[src/rtl/lane_align_pkg.sv]
// Shared types and sizing helpers for the lane alignment training controller.
package lane_align_pkg;

  typedef enum logic [2:0] {
    ST_IDLE,
    ST_SETTLE,
    ST_CHECK,
    ST_DECIDE,
    ST_SLIP,
    ST_NEXT,
    ST_DONE
  } align_state_t;

  localparam logic PAT_RISE_DEF = 1'b1;
  localparam logic PAT_FALL_DEF = 1'b0;

  // Counter width able to index n distinct values, never narrower than one bit.
  function automatic int unsigned cnt_w(input int unsigned n);
    return (n > 1) ? 32'($clog2(n)) : 32'd1;
  endfunction

endpackage

[src/rtl/align_window_counter.sv]
// Evaluation window sample counter with a saturating mismatch counter.
module align_window_counter
  import lane_align_pkg::*;
#(
  parameter int unsigned CHECK_LEN = 64
) (
  input  logic dco_clk,
  input  logic rst,
  input  logic clear,
  input  logic enable,
  input  logic mismatch,
  output logic window_done,
  output logic err_zero
);

  localparam int unsigned CNT_W = cnt_w(CHECK_LEN + 1);
  localparam logic [CNT_W-1:0] CNT_LAST = CNT_W'(CHECK_LEN - 1);
  localparam logic [CNT_W-1:0] CNT_FULL = CNT_W'(CHECK_LEN);

  logic [CNT_W-1:0] chk_cnt_q;
  logic [CNT_W-1:0] err_cnt_q;

  // window_done is pre-decoded so it is high during the final sample of the window
  always_ff @(posedge dco_clk) begin
    if (rst) begin
      chk_cnt_q   <= '0;
      err_cnt_q   <= '0;
      window_done <= 1'b0;
      err_zero    <= 1'b1;
    end else if (clear) begin
      chk_cnt_q   <= '0;
      err_cnt_q   <= '0;
      window_done <= (CHECK_LEN == 1);
      err_zero    <= 1'b1;
    end else if (enable) begin
      chk_cnt_q   <= chk_cnt_q + CNT_W'(1);
      window_done <= ((chk_cnt_q + CNT_W'(1)) == CNT_LAST);
      if (mismatch && (err_cnt_q != CNT_FULL)) begin
        err_cnt_q <= err_cnt_q + CNT_W'(1);
      end
      err_zero    <= err_zero && !mismatch;
    end
  end

endmodule

[src/rtl/lane_align_ctrl.sv]
// Per-lane bitslip training controller: checks each lane against a static
// pattern and slips it until it matches or its retries run out.
module lane_align_ctrl
  import lane_align_pkg::*;
#(
  parameter int unsigned LANES     = 8,
  parameter int unsigned CHECK_LEN = 64,
  parameter int unsigned SETTLE    = 4,
  parameter int unsigned MAX_SLIPS = 2,
  parameter logic        PAT_RISE  = PAT_RISE_DEF,
  parameter logic        PAT_FALL  = PAT_FALL_DEF
) (
  input  logic             dco_clk,
  input  logic             rst,
  input  logic             start,
  input  logic [LANES-1:0] lane_rise,
  input  logic [LANES-1:0] lane_fall,
  output logic [LANES-1:0] bitslip_pulse,
  output logic             busy,
  output logic             done,
  output logic [LANES-1:0] locked,
  output logic [LANES-1:0] fail
);

  localparam int unsigned IDX_W  = cnt_w(LANES);
  localparam int unsigned SLIP_W = cnt_w(MAX_SLIPS + 1);
  localparam int unsigned WAIT_W = cnt_w(SETTLE);

  localparam logic [IDX_W-1:0]  LANE_LAST   = IDX_W'(LANES - 1);
  localparam logic [SLIP_W-1:0] SLIP_LIMIT  = SLIP_W'(MAX_SLIPS);
  localparam logic [WAIT_W-1:0] SETTLE_LAST = WAIT_W'(SETTLE - 1);

  // Slip stage needs pulse->offset plus offset->output register latency
  if (SETTLE < 3) begin : g_settle_chk
    $error("lane_align_ctrl: SETTLE must be at least 3");
  end

  align_state_t      state_q, state_d;
  logic [IDX_W-1:0]  lane_idx_q, lane_idx_d;
  logic [SLIP_W-1:0] slip_cnt_q, slip_cnt_d;
  logic [WAIT_W-1:0] wait_cnt_q, wait_cnt_d;
  logic [LANES-1:0]  locked_d, fail_d, bitslip_d;
  logic              win_clear, win_enable, window_done, err_zero;
  logic              mismatch_c;

  assign mismatch_c = (lane_rise[lane_idx_q] != PAT_RISE) ||
                      (lane_fall[lane_idx_q] != PAT_FALL);

  align_window_counter #(
    .CHECK_LEN (CHECK_LEN)
  ) u_window (
    .dco_clk     (dco_clk),
    .rst         (rst),
    .clear       (win_clear),
    .enable      (win_enable),
    .mismatch    (mismatch_c),
    .window_done (window_done),
    .err_zero    (err_zero)
  );

  // Next-state and next-output decode
  always_comb begin
    state_d    = state_q;
    lane_idx_d = lane_idx_q;
    slip_cnt_d = slip_cnt_q;
    wait_cnt_d = wait_cnt_q;
    locked_d   = locked;
    fail_d     = fail;
    win_clear  = 1'b0;
    win_enable = 1'b0;
    bitslip_d  = '0;

    unique case (state_q)
      ST_IDLE: begin
        if (start) begin
          lane_idx_d = '0;
          slip_cnt_d = '0;
          locked_d   = '0;
          fail_d     = '0;
          wait_cnt_d = SETTLE_LAST;
          state_d    = ST_SETTLE;
        end
      end
      ST_SETTLE: begin
        if (wait_cnt_q == '0) begin
          win_clear = 1'b1;
          state_d   = ST_CHECK;
        end else begin
          wait_cnt_d = wait_cnt_q - WAIT_W'(1);
        end
      end
      ST_CHECK: begin
        win_enable = 1'b1;
        if (window_done) state_d = ST_DECIDE;
      end
      ST_DECIDE: begin
        if (err_zero) begin
          locked_d[lane_idx_q] = 1'b1;
          state_d              = ST_NEXT;
        end else if (slip_cnt_q == SLIP_LIMIT) begin
          fail_d[lane_idx_q] = 1'b1;
          state_d            = ST_NEXT;
        end else begin
          state_d = ST_SLIP;
        end
      end
      ST_SLIP: begin
        slip_cnt_d = slip_cnt_q + SLIP_W'(1);
        wait_cnt_d = SETTLE_LAST;
        state_d    = ST_SETTLE;
      end
      ST_NEXT: begin
        if (lane_idx_q == LANE_LAST) begin
          state_d = ST_DONE;
        end else begin
          lane_idx_d = lane_idx_q + IDX_W'(1);
          slip_cnt_d = '0;
          wait_cnt_d = SETTLE_LAST;
          state_d    = ST_SETTLE;
        end
      end
      ST_DONE: state_d = ST_IDLE;
      default: state_d = ST_IDLE;
    endcase

    // Pulse is registered so it is visible exactly while the FSM sits in SLIP
    if (state_d == ST_SLIP) bitslip_d = LANES'(1) << lane_idx_q;
  end

  always_ff @(posedge dco_clk) begin
    if (rst) begin
      state_q       <= ST_IDLE;
      lane_idx_q    <= '0;
      slip_cnt_q    <= '0;
      wait_cnt_q    <= '0;
      locked        <= '0;
      fail          <= '0;
      bitslip_pulse <= '0;
      busy          <= 1'b0;
      done          <= 1'b0;
    end else begin
      state_q       <= state_d;
      lane_idx_q    <= lane_idx_d;
      slip_cnt_q    <= slip_cnt_d;
      wait_cnt_q    <= wait_cnt_d;
      locked        <= locked_d;
      fail          <= fail_d;
      bitslip_pulse <= bitslip_d;
      busy          <= (state_d != ST_IDLE);
      done          <= (state_d == ST_DONE);
    end
  end

endmodule

[config.mk]
export PLATFORM = sky130hd
export DESIGN_NAME = lane_align_ctrl
export DESIGN_NICKNAME = d
export VERILOG_FILES = /design/src/rtl/lane_align_pkg.sv /design/src/rtl/align_window_counter.sv /design/src/rtl/lane_align_ctrl.sv
export SDC_FILE = /design/constraint.sdc
export NUM_CORES = 1
export LEC_CHECK = 0
export BUFFER_PORTS_ARGS = -buffer_cell sky130_fd_sc_hd__buf_2
export CAP_MARGIN = 20
export CORE_MARGIN = 8
export CORE_UTILIZATION = 54
export CTS_BUF_LIST = sky130_fd_sc_hd__clkbuf_4 sky130_fd_sc_hd__clkbuf_8
export DETAILED_ROUTE_END_ITERATION = 10
export GPL_TIMING_DRIVEN = 0
export HOLD_SLACK_MARGIN = 0.12
export MAX_ROUTING_LAYER = met4
export PLACE_DENSITY_LB_ADDON = 0.25
export SKIP_LAST_GASP = 1
export SYNTH_ARGS = -nofsm -noshare
export SYNTH_HDL_FRONTEND = slang
export SYNTH_SLANG_ARGS = --single-unit
[constraint.sdc]
create_clock -name dco_clk -period 2.1 [get_ports dco_clk]
set_input_delay 0.42 -clock dco_clk [delete_from_list [all_inputs] [get_ports dco_clk]]
set_output_delay 0.42 -clock dco_clk [all_outputs]
set_load 0.01 [all_outputs]
==> summary by stage <==
Status
The flow ran to the end, and the final reports show no timing, DRC or antenna violations.

Clock tree
CTS saw between 40 and 50 sinks. After clock tree synthesis, the repair step resized 0 gates. The latest clock arrival within the worst-skew pair is 0.30 ns. Clock-pin slew was measured on the worst setup and hold paths at 0.08 ns.

The number of buffers created by CTS is 5. TritonCTS built the clock tree. The largest buffer count on any clock path is 2. The post-CTS setup buffer count is 0. The number of H-tree branching levels is 2. Hold repair after CTS inserted 0 buffers. The cell at the root of the clock tree is clkbuf_8.

Worst setup path
The cell with the largest stage delay on the worst path is dfxtp_1. The delay of the slowest cell on the worst path is between 0.3 and 0.4 ns. The worst setup path is launched from a flip-flop. The critical path's top delay family is adder cells. Of all nets on the critical path, the largest fanout is 9. The critical path is of the reg -> reg type. The worst setup path is captured at a flip-flop. The cell seen most often among critical-path stages is ha_1.

At the worst endpoint, the arrival time is 2.27 ns. Traced cell by cell, the critical path runs through ha_1 -> ha_1 -> mux2_4 -> a31o_1 -> nor3_4 -> buf_4 -> and4_1. Counting buffers and inverters, the worst setup path is 7 cells deep. The number of cells on the worst reg-to-reg path is 7. Data on the critical path is required at its endpoint by roughly 2.3 ns.

The number of buffer and inverter instances along the worst setup path is 1.

Route
In this run, the number of DRC markers left after iteration 0 of detailed routing was 90. For this run, design rule violations remaining after detail routing come to 0. The detail-routed via count per cell is 5.49. The number of detailed-route iterations in the first pass is 4. The total via count in the routed design is around 1800.

After detailed routing, the average wire length per cell comes to around 14 µm. The total detailed-routing wirelength is 4670 µm. The detail route stage leaves a number of antenna-violating nets equal to 0.

Min path
The worst hold path passes through 2 cells. The class of the most critical hold timing path is in -> reg.

Synth
The number of different library cells used by synthesis comes to between 40 and 50. The top cell type's share of synthesized area is between 40% and 50%. Of the total synthesized cell area, the portion taken by XOR and XNOR cells is 2.06%.

In the synthesized netlist the dominant register cell turns out to be dfxtp_1. The number of synthesized register bits is between 40 and 50. Dividing the synthesized area by the synthesized cell count gives 9.22 µm². The count of yosys warnings during synthesis is 0. The combinational family with the most area after synthesis is simple AND/OR/NAND/NOR gates. The post-synthesis adder-cell area fraction is approximately 5.3%.

The async set-reset flop share out of synthesis is 0%. The multiplexer area fraction after synthesis is 1.18%. Counting every net in the synthesized netlist gives 258. In the post-synthesis netlist, the biggest area contributors are dfxtp_1 42%, o21a_1 5.7%, ha_1 5.3%. Summing the sequential cell areas from Yosys gives a little over two fifths of the chip area.

After Yosys synthesis, and, or, nand and nor cells account for between 20% and 30% of the synthesized area. Of all cell types, the one taking the most synthesized area is dfxtp_1. The compound-cell area share of the yosys netlist is about a fifth. The synthesized instance count is 230.

The synthesized netlist occupies a cell area of 2120 µm². Yosys mapped a number of flops with a built-in enable equal to 0.

Power
Per report_power, the sequential group accounts for a little over half of the total. Cell internal power was estimated by the tool at ~1.2 mW. For this design the total switching power over the nets is 0.483 mW. Power spread over the standard cell area amounts to between 600 and 700 nW/µm². The switching power share of the total is 28.0%. The overall power after layout is around 1.7 mW. Per report_power, the clock group accounts for 29.8% of the total. For this design the static power due to leakage is around 1.1 nW. The proportion of power drawn by combinational gates is ~18%.

The worst-case vdd ir drop is roughly 510 µV.

STA
The setup-violating endpoint count in the final report is 0. The aggregate negative setup slack is 0 ns. The worst path uses between 90% and 100% of the clock period. The number of hold violations in the final report is 0. The worst max-slew margin expressed relative to the limit is roughly three fifths. The final worst hold slack is approximately 0.4 ns. The post-route clock skew is 0.00451 ns. The minimum clock period is 2.03 ns.

The highest clock frequency the design can meet is 492 MHz. The final count of pins violating max slew is 0. The slew at the pin closest to its max-slew limit is 0.594 ns.

Cells and area
Of the cells placed in the final design, the portion with a size suffix greater than 1 is about a quarter. Summing all non-filler instances in the final layout gives an area of between 2000 and 3000 µm². Once layout is complete, the utilization of the core stands at around 68%. After filler insertion, the fill cell instance count of the layout stands at around 300. The multi-input combinational cells in the finished layout cover a total of around 1100 µm². The register cell area after layout is between 900 and 1000 µm². The post-synthesis to final-layout area growth is 18.3%. The final antenna diode count is 0.

The number of nets in the layout is about 310.

Global routing
The maximum number of pins on one net before global-route repair is 15. The number of global-route vias before repair is about 1800. The first global-routing pass estimated roughly 8000 µm of wire.

For this run, the total global-route usage over all layers was measured as between 10% and 20%. The number of antenna violations at the first check in global routing is 0. The final global-route overflow total is 0.

Floorplan
The chip width is 78.7 µm. Once the floorplan was initialized, standard cells occupied a little under three fifths of the core. The die height is roughly 80 µm. Pin placement for this block handled 45 I/O pins. The cell row count is 22. The full die area is roughly 6200 µm².

The region available for standard cell placement spans between 3000 and 4000 µm².

Placed design
After legalization and detailed placement, the total HPWL measured around 3500 µm. Once placement finished, the instance area stood at about 2400 µm². The final weighted congestion of routability-driven global placement is ~0.8.

During placement, the flow inserted port buffers numbering 44.

Job
The max-cap violation count is 0.
[registers in the layout, indices dropped and copies added, names as in the netlist, 2 cells and up]
| signal | cells |
|---|---|
| slip_cnt_q | 2 |
| state_q | 3 |
| u_window.chk_cnt_q | 7 |
| locked | 8 |
| wait_cnt_q | 2 |
| fail | 8 |
| bitslip_pulse | 8 |
| lane_idx_q | 3 |
[layout make-up]
cell class | instances | share of cell area [%]
Clock buffer | 5 | 2.74
Tap cell | 48 | 2.39
Clock inverter | 3 | 0.698
Buffer | 12 | 2.34
Timing Repair Buffer | 47 | 9.67
Multi-Input combinational cell | 160 | 44.3
Sequential cell | 45 | 35.9
Inverter | 13 | 1.94
[final timing paths]
kind | start | to | slack [ns]
worst max-delay path | lane_idx_q[1] | bitslip_pulse[5] | 0.07
worst min-delay path | rst | state_q[2] | 0.39
worst max register to register | lane_idx_q[1] | bitslip_pulse[5] | 0.07
worst min register to register | fail[1] | fail[1] | 0.46
[worst register-to-register path: cells and delay by family, from the launching register on]
family / cells / cell delay (ns)
multiplexers: 1 / 0.30
adder cells (fa/ha/maj): 2 / 0.49
AO/OA/AOI/OAI: 1 / 0.26
AND/OR/NAND/NOR: 2 / 0.38
buffers and inverters: 1 / 0.17
flip-flops: 1 / 0.37
[power groups by stage]
stage | Clock (mW) | Sequential (mW) | Combinational (mW)
2_1_floorplan | 0 | 0.923 | 0.203
3_3_place_gp | 0 | 0.922 | 0.275
4_1_cts | 0.533 | 0.904 | 0.286
6_report | 0.514 | 0.904 | 0.307
3_5_place_dp | 0 | 0.924 | 0.284
5_1_grt | 0.560 | 0.908 | 0.341
[cell usage after synthesis, types with 2 or more instances]
cell type	number
buf_2	5
nor2_1	27
ha_1	9
a21bo_2	2
nand3b_1	2
and4_1	9
nor2b_1	3
a211oi_1	4
nand3_1	2
and4b_1	2
xor2_1	5
nor3_1	6
inv_1	13
o221ai_1	3
and3_1	3
nand2b_1	8
dfxtp_1	45
a21o_1	2
o32a_1	2
nand4_1	7
nand2_1	13
o211ai_1	4
a21oi_1	8
o21bai_1	2
nor4_1	2
o21a_1	16
nor3b_1	3
clkbuf_1	6
[per-layer routing]
metal  vias to the layer above  share of wire (%)  global-route usage (%)
met5                         -                  0                       -
met4                         0                1.5                    6.67
met3                         8                7.2                    5.47
met2                        45                 46                    25.8
met1                       845                 46                    17.9
li1                        931                  -                       -
[stage by stage]
stage	cells	worst slack, ns
finish	333	0.0691
global route	333	-0.00116
CTS	330	0.110
detailed placement	322	0.133
global placement	322	0.144
floorplan	230	0.349
[logic make-up (layout without fill, tap and decap cells)]
logic type | Yosys count | in the layout
xor+xnor | 5 | 5
fa+ha+maj | 9 | 9
mux | 2 | 2
simple gates | 91 | 91
flops | 45 | 45
buf+inv | 25 | 80
compound gates | 53 | 53
[layout by cell type, fill, tap and decap left out, types with 3 or more instances in the layout]
cell type	count
nand2b_1	8
nand2_1	13
nor2b_1	3
dfxtp_1	45
o221ai_1	3
a211oi_1	4
nand4_1	7
o211ai_1	4
inv_1	13
buf_4	3
nor3b_1	3
nor2_1	27
and4_1	9
xor2_1	5
clkbuf_8	5
nor3_1	6
ha_1	9
clkbuf_1	6
a21oi_1	8
and3_1	3
buf_2	49
o21a_1	16
Power figures use the tool's default switching activity.
